File: config.mk
export PLATFORM = sky130hd
export DESIGN_NAME = lfsr_step_scheduler
export DESIGN_NICKNAME = d
export VERILOG_FILES = /design/src/rtl/lfsr_step_scheduler.sv
export SDC_FILE = /design/constraint.sdc
export NUM_CORES = 1
export LEC_CHECK = 0
export ABC_AREA = 1
export CORE_UTILIZATION = 40
export DETAILED_ROUTE_END_ITERATION = 12
export GPL_TIMING_DRIVEN = 1
export PLACE_DENSITY_LB_ADDON = 0.12
export RECOVER_POWER = 100
export SLEW_MARGIN = 30
export SYNTH_ARGS = -nofsm -noshare
export SYNTH_HDL_FRONTEND = slang
export SYNTH_SLANG_ARGS = --single-unit
File: constraint.sdc
create_clock -name clk_in -period 4.15 [get_ports clk_in]
set_clock_uncertainty 0.15 [all_clocks]
set_input_delay 0.6225 -clock clk_in [delete_from_list [all_inputs] [get_ports clk_in]]
set_output_delay 0.6225 -clock clk_in [all_outputs]
set_load 0.02 [all_outputs]
File: src/rtl/lfsr_step_scheduler.sv
// lfsr_step_scheduler: issues seed-load and step enable pulses for the LFSR from start/stop/burst/step commands
module lfsr_step_scheduler #(
  parameter int RATE0_DIV = 1000000,
  parameter int RATE1_DIV = 10000000,
  parameter int RATE2_DIV = 50000000,
  parameter int RATE3_DIV = 100000000,
  parameter int CNT_W     = 27
) (
  input  logic        clk_in,
  input  logic        rst_n,
  input  logic        cmd_start,
  input  logic        cmd_stop,
  input  logic        cmd_burst,
  input  logic        cmd_step,
  input  logic [7:0]  burst_len,
  input  logic [1:0]  rate_sel,
  output logic        lfsr_seed_load,
  output logic        lfsr_step,
  output logic        busy,
  output logic [1:0]  state,
  output logic [15:0] step_count
);
  typedef enum logic [1:0] {IDLE, LOAD, RUN, BURST} state_t;
  state_t           r_state;
  logic             r_mode;
  logic [1:0]       r_rate;
  logic [CNT_W-1:0] r_div;
  logic [7:0]       r_rem;
  logic [CNT_W-1:0] w_div_max;
  logic             w_tc;
  always_comb begin
    w_div_max = r_rate == 2'd0 ? CNT_W'(RATE0_DIV - 1) :
                r_rate == 2'd1 ? CNT_W'(RATE1_DIV - 1) :
                r_rate == 2'd2 ? CNT_W'(RATE2_DIV - 1) : CNT_W'(RATE3_DIV - 1);
    w_tc = r_div == w_div_max;
  end
  assign state = r_state;
  always_ff @(posedge clk_in or negedge rst_n) begin
    if (!rst_n) begin
      r_state        <= IDLE;
      r_mode         <= 1'b0;
      r_rate         <= 2'd0;
      r_div          <= '0;
      r_rem          <= 8'd0;
      lfsr_seed_load <= 1'b0;
      lfsr_step      <= 1'b0;
      busy           <= 1'b0;
      step_count     <= 16'd0;
    end else begin
      lfsr_seed_load <= 1'b0;
      lfsr_step      <= 1'b0;
      case (r_state)
        IDLE: begin
          if (cmd_start || (cmd_burst && burst_len != 8'd0)) begin
            r_state        <= LOAD;
            busy           <= 1'b1;
            r_mode         <= !cmd_start;
            r_rem          <= burst_len;
            r_rate         <= rate_sel;
            r_div          <= '0;
            lfsr_seed_load <= 1'b1;
            step_count     <= 16'd0;
          end else if (cmd_step) begin
            lfsr_step  <= 1'b1;
            step_count <= step_count + 16'd1;
          end
        end
        LOAD: begin
          r_div <= '0;
          if (cmd_stop) begin
            r_state <= IDLE;
            busy    <= 1'b0;
          end else begin
            r_state <= r_mode ? BURST : RUN;
          end
        end
        default: begin
          // stop beats a coincident terminal count, so no step escapes an abort
          if (cmd_stop) begin
            r_state <= IDLE;
            busy    <= 1'b0;
            r_div   <= '0;
          end else if (w_tc) begin
            r_div      <= '0;
            lfsr_step  <= 1'b1;
            step_count <= step_count + 16'd1;
            if (r_state == BURST) begin
              r_rem <= r_rem - 8'd1;
              if (r_rem == 8'd1) begin
                r_state <= IDLE;
                busy    <= 1'b0;
              end
            end
          end else begin
            r_div <= r_div + 1'b1;
          end
        end
      endcase
    end
  end
endmodule

==> impl_metrics.json, run 1 <==
{
  "synth_fp_nets": 726,
  "totalWireLength_um": 11600,
  "num_rows": 38,
  "timing_max_transition_violations_final": 39,
  "wire_per_inst_um": 13.2,
  "max_cap_viol_count": 1,
  "vdd_drop_max_mv": 0.256,
  "required_ns": 4.28,
  "comb_power_share_pct": 51.0,
  "port_buffers": 36,
  "number_of_buffers_inserted_for_hold_repair_after_clock_tree_synthesis": 0,
  "critical_path.most_common_cell": "nand2_1",
  "worst_hold_startpoint": "r_rem[4]",
  "critical_path.endpoint_type": "flop",
  "r2r-start": "state[0]",
  "global_route.usage.total_pct": 21.9,
  "core_um2": 10800,
  "io_pins": 37,
  "die_y_um": 107,
  "slew_headroom_pct": -43.2,
  "avgViaCountPerCell": 5.06,
  "yosys_warnings": 0,
  "finalSetupTns_ns": 0,
  "achievable_freq_mhz": 313,
  "drt-initial-drc-count": 241,
  "totalPowerFinal_mw": 2.45,
  "clk_slew_on_worst_s_h_paths_ns": 0.07,
  "worstPathMaxFanout": 28,
  "num_antenna_cells": 0,
  "r2r_cells": 9,
  "power_per_standard_cell_area_nw_per_um2": 484,
  "worst-endpoint-arrival_ns": 3.33,
  "layout_worst_path_cycle_share_pct": 77.1,
  "timing_worst_slew_pin_value_ns": 2.15,
  "critical_path.cell_chain": "inv_1, ha_1, clkbuf_1, nand3_2, o21ai_0, inv_2, nand2_4, nand2_1, nand2_1",
  "die_width_um": 107,
  "timing.critical_path.from_type": "flop",
  "final_design_area_no_fill_um2": 5060,
  "initial_antenna_violation_count": 0,
  "synth-seq-area-share_pct": 33.2,
  "internal_power_mw": 1.28,
  "timing.hold.ws_ns": 0.354,
  "ys_types": 33,
  "synth.avg_cell_area_um2": 6.37,
  "area_growth_synth_to_finish_pct": 13.9,
  "dpl_cell_area_um2": 4910,
  "first_pass_grt_wire_length_um": 19800,
  "detailedRoute.firstPassIterationCount": 5,
  "max-clock-path-buffers": 2,
  "min_path_type": "flop to flop",
  "critPathMaxStageDelay_ns": 0.65,
  "worst_setup_path_endpoint": "step_count[8]",
  "post-dp-hpwl_um": 8700,
  "reg2reg_slack_ns": 0.95,
  "synth-async-reset-ratio_pct": 100,
  "sw_frac_of_total_pct": 47.6,
  "gp_routability_congestion": 0.902,
  "cts.htree.levels": 3,
  "synthesis.instances": 698,
  "yosys_most_used_dff": "dfrtp_1",
  "placement.setup.worst_slack_ns": 1.06,
  "ctsResizeCount": 0,
  "first_global_vias": 4233,
  "finalWorstSetupSlack_ns": 0.951,
  "rsz_0062_raised_after_global_routing": "no",
  "fin_nets": 758,
  "layout_min_cycle_time_ns": 3.20,
  "finalCoreUtilization_pct": 46.7,
  "tritoncts": "yes",
  "drtAntennaViolNets": 0,
  "post-route-drc-count": 0,
  "ys_seq_elements": 59,
  "drive_gt1_share_pct": 4.36,
  "post_cts.repair.setup_buffers": 0,
  "violated_checks": "capacitance limit, slew limit",
  "numPlacedInstances": 859,
  "synth_area_um2": 4440,
  "clk_root_buffer_cell": "clkbuf_8",
  "mostFrequentLayoutCell": "nand2_1",
  "setup_viol_count_final": 0,
  "setup.worst_path.start": "state[0]",
  "mostFrequentLayoutCells": "nand2_1 (252), inv_1 (84), nor2_1 (83)",
  "critical_path.reg2reg.endpoint": "step_count[8]",
  "final_cells": 874,
  "final-hold-violation-count": 0,
  "power.share.clock_pct": 18.2,
  "synth_enable_flop_cells": 0,
  "slowest_stage": "clkbuf_1",
  "number_of_sinks_on_the_clock_net": 59,
  "run_status": "complete, but fails checks",
  "initial_utilization_pct": 41.0,
  "tritoncts.num_buffers": 9,
  "p_sw_mw": 1.16,
  "clk-insertion-delay-late_ns": 0.34,
  "grt_max_degree": 39,
  "leakagePower_nw": 2.57,
  "die-area_um2": 11500,
  "worst-setup-path-type": "flop to flop",
  "detailroute.via_count": 4424,
  "power.share.sequential_pct": 30.9,
  "gr-total-overflow": 0
}
## state kept, by name, indices dropped and copies added (netlist names)
signal,cells
busy,1
step_count,16
lfsr_seed_load,1
lfsr_step,1
r_rate,2
r_div,27
r_mode,1
state,2
r_rem,8
## how the worst min path moves through the flow
stage	endpoint	slack, ns	cells past startpoint
final	r_rem[4]	0.35	2
after detailed placement	r_rem[4]	0.34	2
after global routing	r_mode	0.38	2
after floorplan	busy	0.18	0
after global placement	r_rem[4]	0.33	2
after CTS	r_rem[5]	0.29	1
## critical path, delay by kind of cell (launching register included)
| kind | cells | cell delay, ns |
|---|---|---|
| AOI/OAI and AO/OA | 1 | 0.44 |
| DFF | 1 | 0.43 |
| buffers and inverters | 3 | 0.96 |
| adders and majority gates | 1 | 0.13 |
| and+or+nand+nor | 4 | 1.02 |
## cells in the mapped netlist, types with 7 or more instances
master / number / area share, %
inv_2: 7 / 0.59
nand3_1: 67 / 7.5
nand2_1: 251 / 21
nor3_1: 8 / 0.90
nand4_1: 23 / 3.2
nor2_1: 83 / 7.0
clkbuf_1: 10 / 0.84
a21oi_1: 14 / 1.6
o21ai_0: 21 / 2.4
ha_1: 12 / 3.4
dfrtp_1: 59 / 33
inv_1: 83 / 7.0
xor2_1: 23 / 4.5
## layout make-up
class	count	area, um^2
Clock buffer	12	145
Sequential cell	59	1480
Timing Repair Buffer	40	377
Clock inverter	3	15.0
Fill cell	1149	5780
Inverter	91	342
Tap cell	140	175
Multi-Input combinational cell	529	2530
## power groups by stage
stage / logic, mW / registers, mW / clock network [mW]
floorplan: 0.923 / 0.785 / 0
global route: 1.43 / 0.773 / 0.485
CTS: 1.28 / 0.758 / 0.464
detailed placement: 1.28 / 0.765 / 0
finish: 1.25 / 0.756 / 0.444
global placement: 1.27 / 0.766 / 0
## logic make-up (layout without fill, tap and decap cells)
group / count (synthesis) / in the layout / synth area share (%)
and+or+nand+nor: 450 / 450 / 43.5
AOI/OAI and AO/OA: 39 / 39 / 4.56
buffers and inverters: 110 / 146 / 9.80
DFF: 59 / 59 / 33.2
xor gates and xnor gates: 28 / 28 / 5.52
adders and majority gates: 12 / 12 / 3.38
## metal layers
metal / track usage, % / wire length [um] / share of wire (%)
met5: 0 / 0 / 0
met4: 7.73 / 229 / 2.0
met3: 3.87 / 552 / 4.8
met1: 28.4 / 5390 / 47
met2: 36.5 / 5390 / 47
Note: power is estimated with default switching activity, not from simulation.
==> inputs of run 2 (changes only) <==
==> constraint.sdc (replaced) <==
create_clock -name clk_in -period 2.65 [get_ports clk_in]
set_clock_uncertainty 0.15 [all_clocks]
set_input_delay 0.3975 -clock clk_in [delete_from_list [all_inputs] [get_ports clk_in]]
set_output_delay 0.3975 -clock clk_in [all_outputs]
set_load 0.02 [all_outputs]
==> run 2 against run 1 <==
Effect of this change:
- the run now ends clean
- non-clock buffer count grew 10
- critical path type unchanged
- setup slack worse by 0.71 ns
- sequential share of layout area down 0.53 points
- sequential power up 57%
- clock power grew 68%
- critical endpoint is now step_count[14]
- largest cell class unchanged
- sequential cell count unchanged
- worst hold slack got worse by 0.0035 ns
- cell count grew 1.1%
- clock-buffer cell count down 1
- via count barely moved
==> impl_metrics.json, run 2 (synthesized netlist as in run 1, its figures left out) <==
{
  "run_status": "finished, final reports clean",
  "tritoncts": "yes",
  "area_growth_synth_to_finish_pct": 16.0,
  "required_ns": 2.78,
  "post-dp-hpwl_um": 9210,
  "grt_max_degree": 24,
  "first_global_vias": 4230,
  "hold_path_depth": 2,
  "gp_routability_congestion": 0.943,
  "power_per_standard_cell_area_nw_per_um2": 778,
  "clk_root_buffer_cell": "clkbuf_8",
  "slew_headroom_pct": 19.5,
  "core_um2": 10800,
  "r2r-start": "r_rate[0]",
  "gr-total-overflow": 0,
  "critical_path.endpoint_type": "flop",
  "totalPowerFinal_mw": 4.01,
  "num_antenna_cells": 0,
  "detailedRoute.firstPassIterationCount": 4,
  "timing_max_transition_violations_final": 0,
  "final-hold-violation-count": 0,
  "layout_min_cycle_time_ns": 2.41,
  "initial_utilization_pct": 41.0,
  "die_y_um": 107,
  "tritoncts.num_buffers": 9,
  "layout_worst_path_cycle_share_pct": 90.8,
  "register_with_the_highest_flop_count": "r_div",
  "drtAntennaViolNets": 0,
  "max-clock-path-buffers": 2,
  "finalSetupTns_ns": 0,
  "reg2reg_slack_ns": 0.24,
  "max_cap_viol_count": 0,
  "worst_hold_startpoint": "r_mode",
  "die_width_um": 107,
  "worstPathMaxFanout": 12,
  "worst-endpoint-arrival_ns": 2.54,
  "vdd_drop_max_mv": 0.490,
  "largest_reg_flops": 27,
  "min_path_type": "flop to flop",
  "largest_registers": "r_div (27), step_count (16), r_rem (8)",
  "setup_viol_count_final": 0,
  "cts.htree.levels": 3,
  "critical_path.reg2reg.endpoint": "step_count[14]",
  "mostFrequentLayoutCell": "nand2_1",
  "timing.critical_path.from_type": "flop",
  "totalWireLength_um": 12100,
  "r2r_cells": 13,
  "fill_cell_total_of_the_finished_layout": 1137,
  "num_rows": 38,
  "post-route-drc-count": 0,
  "fin_nets": 768,
  "timing_worst_slew_pin_value_ns": 1.21,
  "port_buffers": 36,
  "clk-insertion-delay-late_ns": 0.34,
  "number_of_sinks_on_the_clock_net": 59,
  "drive_gt1_share_pct": 6.05,
  "mostFrequentLayoutCells": "nand2_1 (250), inv_1 (83), nor2_1 (83)",
  "clk_slew_on_worst_s_h_paths_ns": 0.07,
  "post_cts.repair.setup_buffers": 0,
  "global_route.usage.total_pct": 22.7,
  "rsz_0062_raised_after_global_routing": "no",
  "achievable_freq_mhz": 416,
  "worst-setup-path-type": "flop to flop",
  "avgViaCountPerCell": 5.01,
  "leakagePower_nw": 2.62,
  "die-area_um2": 11500,
  "detailroute.via_count": 4426,
  "hold_path_end": "r_mode",
  "io_pins": 37,
  "wire_per_inst_um": 13.7,
  "first_pass_grt_wire_length_um": 20400,
  "initial_antenna_violation_count": 0,
  "drt-initial-drc-count": 237
}
run 2: cell types whose count changed in the layout (fill, tap and decap cells not counted):
cell / before / now
buf_4: 2 / 9
clkbuf_1: 5 / 4
clkbuf_2: 0 / 1
clkbuf_8: 10 / 11
clkinv_2: 3 / 2
clkinv_4: 0 / 1
clkinvlp_4: 0 / 1
dlygate4sd3_1: 21 / 22
inv_1: 84 / 83
inv_2: 6 / 7
nand2_1: 252 / 250
nand2_2: 0 / 2
o21ai_0: 22 / 21
o21ai_1: 0 / 1
run 2: what timing repair did:
item                                   in CTS  in global routing
endpoints found under the hold margin      20                  0
setup endpoints to repair                   0                  8
resized for setup                           0                  1
hold buffers                                1                  0
run 2: final cells by class:
class | instances | area [um^2] | area share, %
Sequential cell | 59 | 1480 | 28.7
Inverter | 91 | 342 | 6.63
Clock buffer | 11 | 151 | 2.94
Timing Repair Buffer | 50 | 448 | 8.69
Clock inverter | 4 | 26.3 | 0.510
Multi-Input combinational cell | 529 | 2530 | 49.2
Tap cell | 140 | 175 | 3.40
run 2: critical path: stages (launching register included):
cell and delay (ns):
dfrtp_1 0.40, inv_1 0.12, ha_1 0.37, inv_1 0.10, nor2_1 0.09, nand2_1 0.05, nand2_1 0.08, nand2_1 0.05
nor2_1 0.16, nand4_2 0.20, nand2_4 0.15, buf_4 0.20, nand3_1 0.10, nand2_1 0.09
run 2: routing by layer:
layer | global-route usage (%) | share of wire, % | up-vias
li1 | - | - | 2270
met1 | 28.3 | 46 | 2056
met2 | 39.4 | 48 | 78
met3 | 3.75 | 3.1 | 22
met4 | 8.32 | 2.3 | 0
met5 | 0 | 0 | -
run 2: worst max-delay path by stage:
stage	cells past startpoint	end	slack, ns	startpoint
2_1_floorplan	14	step_count[8]	0.59	r_rate[0]
3_3_place_gp	10	r_rem[7]	0.15	burst_len[0]
3_5_place_dp	10	r_rem[5]	0.12	burst_len[0]
4_1_cts	13	r_rem[5]	0.19	r_rate[0]
5_1_grt	13	step_count[12]	0.007	r_rate[0]
6_report	13	step_count[14]	0.24	r_rate[0]
run 2: where the power goes:
part	total [mW]	switching, mW	internal [mW]
Combinational	2.07	1.40	0.674
Clock	0.748	0.365	0.383
Sequential	1.19	0.141	1.05
Total	4.01	1.91	2.10
run 2: per-stage QoR:
| step | setup WS, ns | utilization, % | std cells | instance area (um^2) | hold WS (ns) |
|---|---|---|---|---|---|
| 2_1_floorplan | 0.589 | - | 698 | 4440 | -0.0481 |
| 3_3_place_gp | 0.153 | 45.9 | 868 | 4980 | 0.249 |
| 3_5_place_dp | 0.121 | 45.9 | 868 | 4980 | 0.252 |
| 4_1_cts | 0.191 | 47.6 | 884 | 5160 | 0.359 |
| 5_1_grt | 0.00692 | 47.5 | 884 | 5150 | 0.392 |
| 6_report | 0.245 | 47.5 | 884 | 5150 | 0.351 |
==> inputs of run 3 (changes only) <==
--- a/config.mk
+++ b/config.mk
@@ -6,8 +6,10 @@
 export NUM_CORES = 1
 export LEC_CHECK = 0
 export ABC_AREA = 1
+export ABC_CLOCK_PERIOD_IN_PS = 2650
 export CORE_UTILIZATION = 40
 export DETAILED_ROUTE_END_ITERATION = 12
+export GPL_ROUTABILITY_DRIVEN = 0
 export GPL_TIMING_DRIVEN = 1
 export PLACE_DENSITY_LB_ADDON = 0.12
 export RECOVER_POWER = 100
==> run 3 against run 2 <==
Effect of this change:
- the flow now finishes with violations (capacitance limit, slew limit)
- combinational power barely moved
- non-clock buffer count shrank 1
- via count is 2.0% higher
- sequential share of layout area is 0.083 points lower
- power is 2.6% higher
- critical endpoint unchanged
- fmax increased by 0.30%
- setup slack better by 0.0071 ns
- cell count is the same
- first-iteration DRC count grew 8.9%
- clock-buffer cell count unchanged
- global-route usage shrank 0.39 points
==> impl_metrics.json, run 3 (synthesized netlist as in run 1, its figures left out) <==
{
  "die_width_um": 107,
  "drive_gt1_share_pct": 6.45,
  "timing_max_transition_violations_final": 60,
  "final_design_area_no_fill_um2": 5170,
  "final_cells": 884,
  "core_um2": 10800,
  "rsz_0062_raised_after_global_routing": "no",
  "comb_power_share_pct": 50.6,
  "slew_headroom_pct": -5.35,
  "initial_utilization_pct": 41.0,
  "setup.worst_path.start": "r_rate[0]",
  "drt-initial-drc-count": 258,
  "p_sw_mw": 1.93,
  "final-hold-violation-count": 0,
  "worst-endpoint-arrival_ns": 2.53,
  "first_pass_grt_wire_length_um": 20100,
  "avgViaCountPerCell": 5.11,
  "post-dp-hpwl_um": 9010,
  "power.share.clock_pct": 20.6,
  "timing.critical_path.from_type": "flop",
  "internal_power_mw": 2.19,
  "mostFrequentLayoutCell": "nand2_1",
  "critical_path.endpoint_type": "flop",
  "layout_min_cycle_time_ns": 2.40,
  "power_per_standard_cell_area_nw_per_um2": 797,
  "register_with_the_highest_flop_count": "r_div",
  "largest_registers": "r_div (27), step_count (16), r_rem (8)",
  "grt_max_degree": 60,
  "finalSetupTns_ns": 0,
  "achievable_freq_mhz": 417,
  "cts.htree.levels": 3,
  "area_growth_synth_to_finish_pct": 16.3,
  "wire_per_inst_um": 13.8,
  "layout_worst_path_cycle_share_pct": 90.5,
  "drtAntennaViolNets": 0,
  "io_pins": 37,
  "vdd_drop_max_mv": 0.468,
  "max-clock-path-buffers": 2,
  "tritoncts": "yes",
  "num_rows": 38,
  "die_y_um": 107,
  "required_ns": 2.79,
  "worstPathMaxFanout": 9,
  "die-area_um2": 11500,
  "min_path_type": "flop to flop",
  "port_buffers": 36,
  "numPlacedInstances": 866,
  "detailroute.via_count": 4516,
  "number_of_sinks_on_the_clock_net": 59,
  "initial_antenna_violation_count": 0,
  "clk_slew_on_worst_s_h_paths_ns": 0.07,
  "gr-total-overflow": 0,
  "clk-insertion-delay-late_ns": 0.35,
  "global_route.usage.total_pct": 22.3,
  "detailedRoute.firstPassIterationCount": 5,
  "leakagePower_nw": 2.63,
  "setup_viol_count_final": 0,
  "first_global_vias": 4291,
  "finalCoreUtilization_pct": 47.7,
  "largest_reg_flops": 27,
  "dpl_cell_area_um2": 4970,
  "power.share.sequential_pct": 28.7,
  "timing_worst_slew_pin_value_ns": 1.58,
  "sw_frac_of_total_pct": 46.8,
  "totalWireLength_um": 12200,
  "violated_checks": "capacitance limit, slew limit",
  "fin_nets": 767,
  "timing.hold.ws_ns": 0.364,
  "mostFrequentLayoutCells": "nand2_1 (250), inv_1 (83), nor2_1 (82)",
  "run_status": "complete, but fails checks",
  "worst-setup-path-type": "flop to flop",
  "num_antenna_cells": 0,
  "worst_hold_startpoint": "r_mode",
  "clk_root_buffer_cell": "clkbuf_8",
  "r2r-start": "r_rate[0]",
  "tritoncts.num_buffers": 9,
  "max_cap_viol_count": 1,
  "post-route-drc-count": 0
}
-- run 3: layout make-up --
| cell class | count | area (um^2) |
|---|---|---|
| fill | 1139 | 5670 |
| timing repair buffer | 49 | 449 |
| tap | 140 | 175 |
| clock inverter | 5 | 52.6 |
| multi-input combinational | 529 | 2530 |
| inverter | 91 | 342 |
| sequential | 59 | 1480 |
| clock buffer | 11 | 141 |
-- run 3: path summary, 6_finish.rpt --
path                                  end  depth (start not counted)  slack (ns)
max                        step_count[14]                         13        0.25
min                                r_mode                          2        0.36
max reg2reg                step_count[14]                         13        0.25
max in group asynchronous        r_div[7]                          3        0.48
min in group asynchronous       r_div[25]                          3        0.87
min reg2reg                        r_mode                          2        0.36
-- run 3: repair_timing --
action / CTS / global route
hold buffers: 1 / 0
endpoints found under the setup margin: 0 / 20
resized for setup: 0 / 2
hold endpoints to repair: 59 / 0
setup buffers: 0 / 1
-- run 3: worst max-delay path: stages, from the launching register on --
cell	delay, ns
dfrtp_1	0.39
inv_1	0.12
ha_1	0.37
inv_1	0.11
nand2_1	0.10
nand2_1	0.06
nor2_1	0.08
nand2_1	0.06
nor2_2	0.14
nand4_2	0.17
nand2_2	0.20
buf_4	0.20
nand3_1	0.10
nand2_1	0.09
-- run 3: layer usage --
| layer | vias up | part of all wire [%] | track usage (%) |
|---|---|---|---|
| met5 | - | 0 | 0 |
| met4 | 0 | 2.9 | 8.90 |
| met3 | 35 | 4.5 | 4.42 |
| met2 | 131 | 49 | 39.0 |
| met1 | 2082 | 44 | 26.8 |
| li1 | 2268 | - | - |
-- run 3: stage by stage --
stage / power, mW / worst slack (ns)
after global placement: 3.26 / 0.214
after floorplan: 2.67 / 0.589
final: 4.12 / 0.252
after CTS: 4.15 / 0.133
after detailed placement: 3.29 / 0.142
after global routing: 4.47 / 0.0132
-- run 3: power by group through the flow --
stage,sequential [mW],clock [mW],combinational (mW)
2_1_floorplan,1.23,0,1.44
3_3_place_gp,1.20,0,2.06
3_5_place_dp,1.20,0,2.09
4_1_cts,1.19,0.868,2.10
5_1_grt,1.20,0.904,2.37
6_report,1.18,0.848,2.08
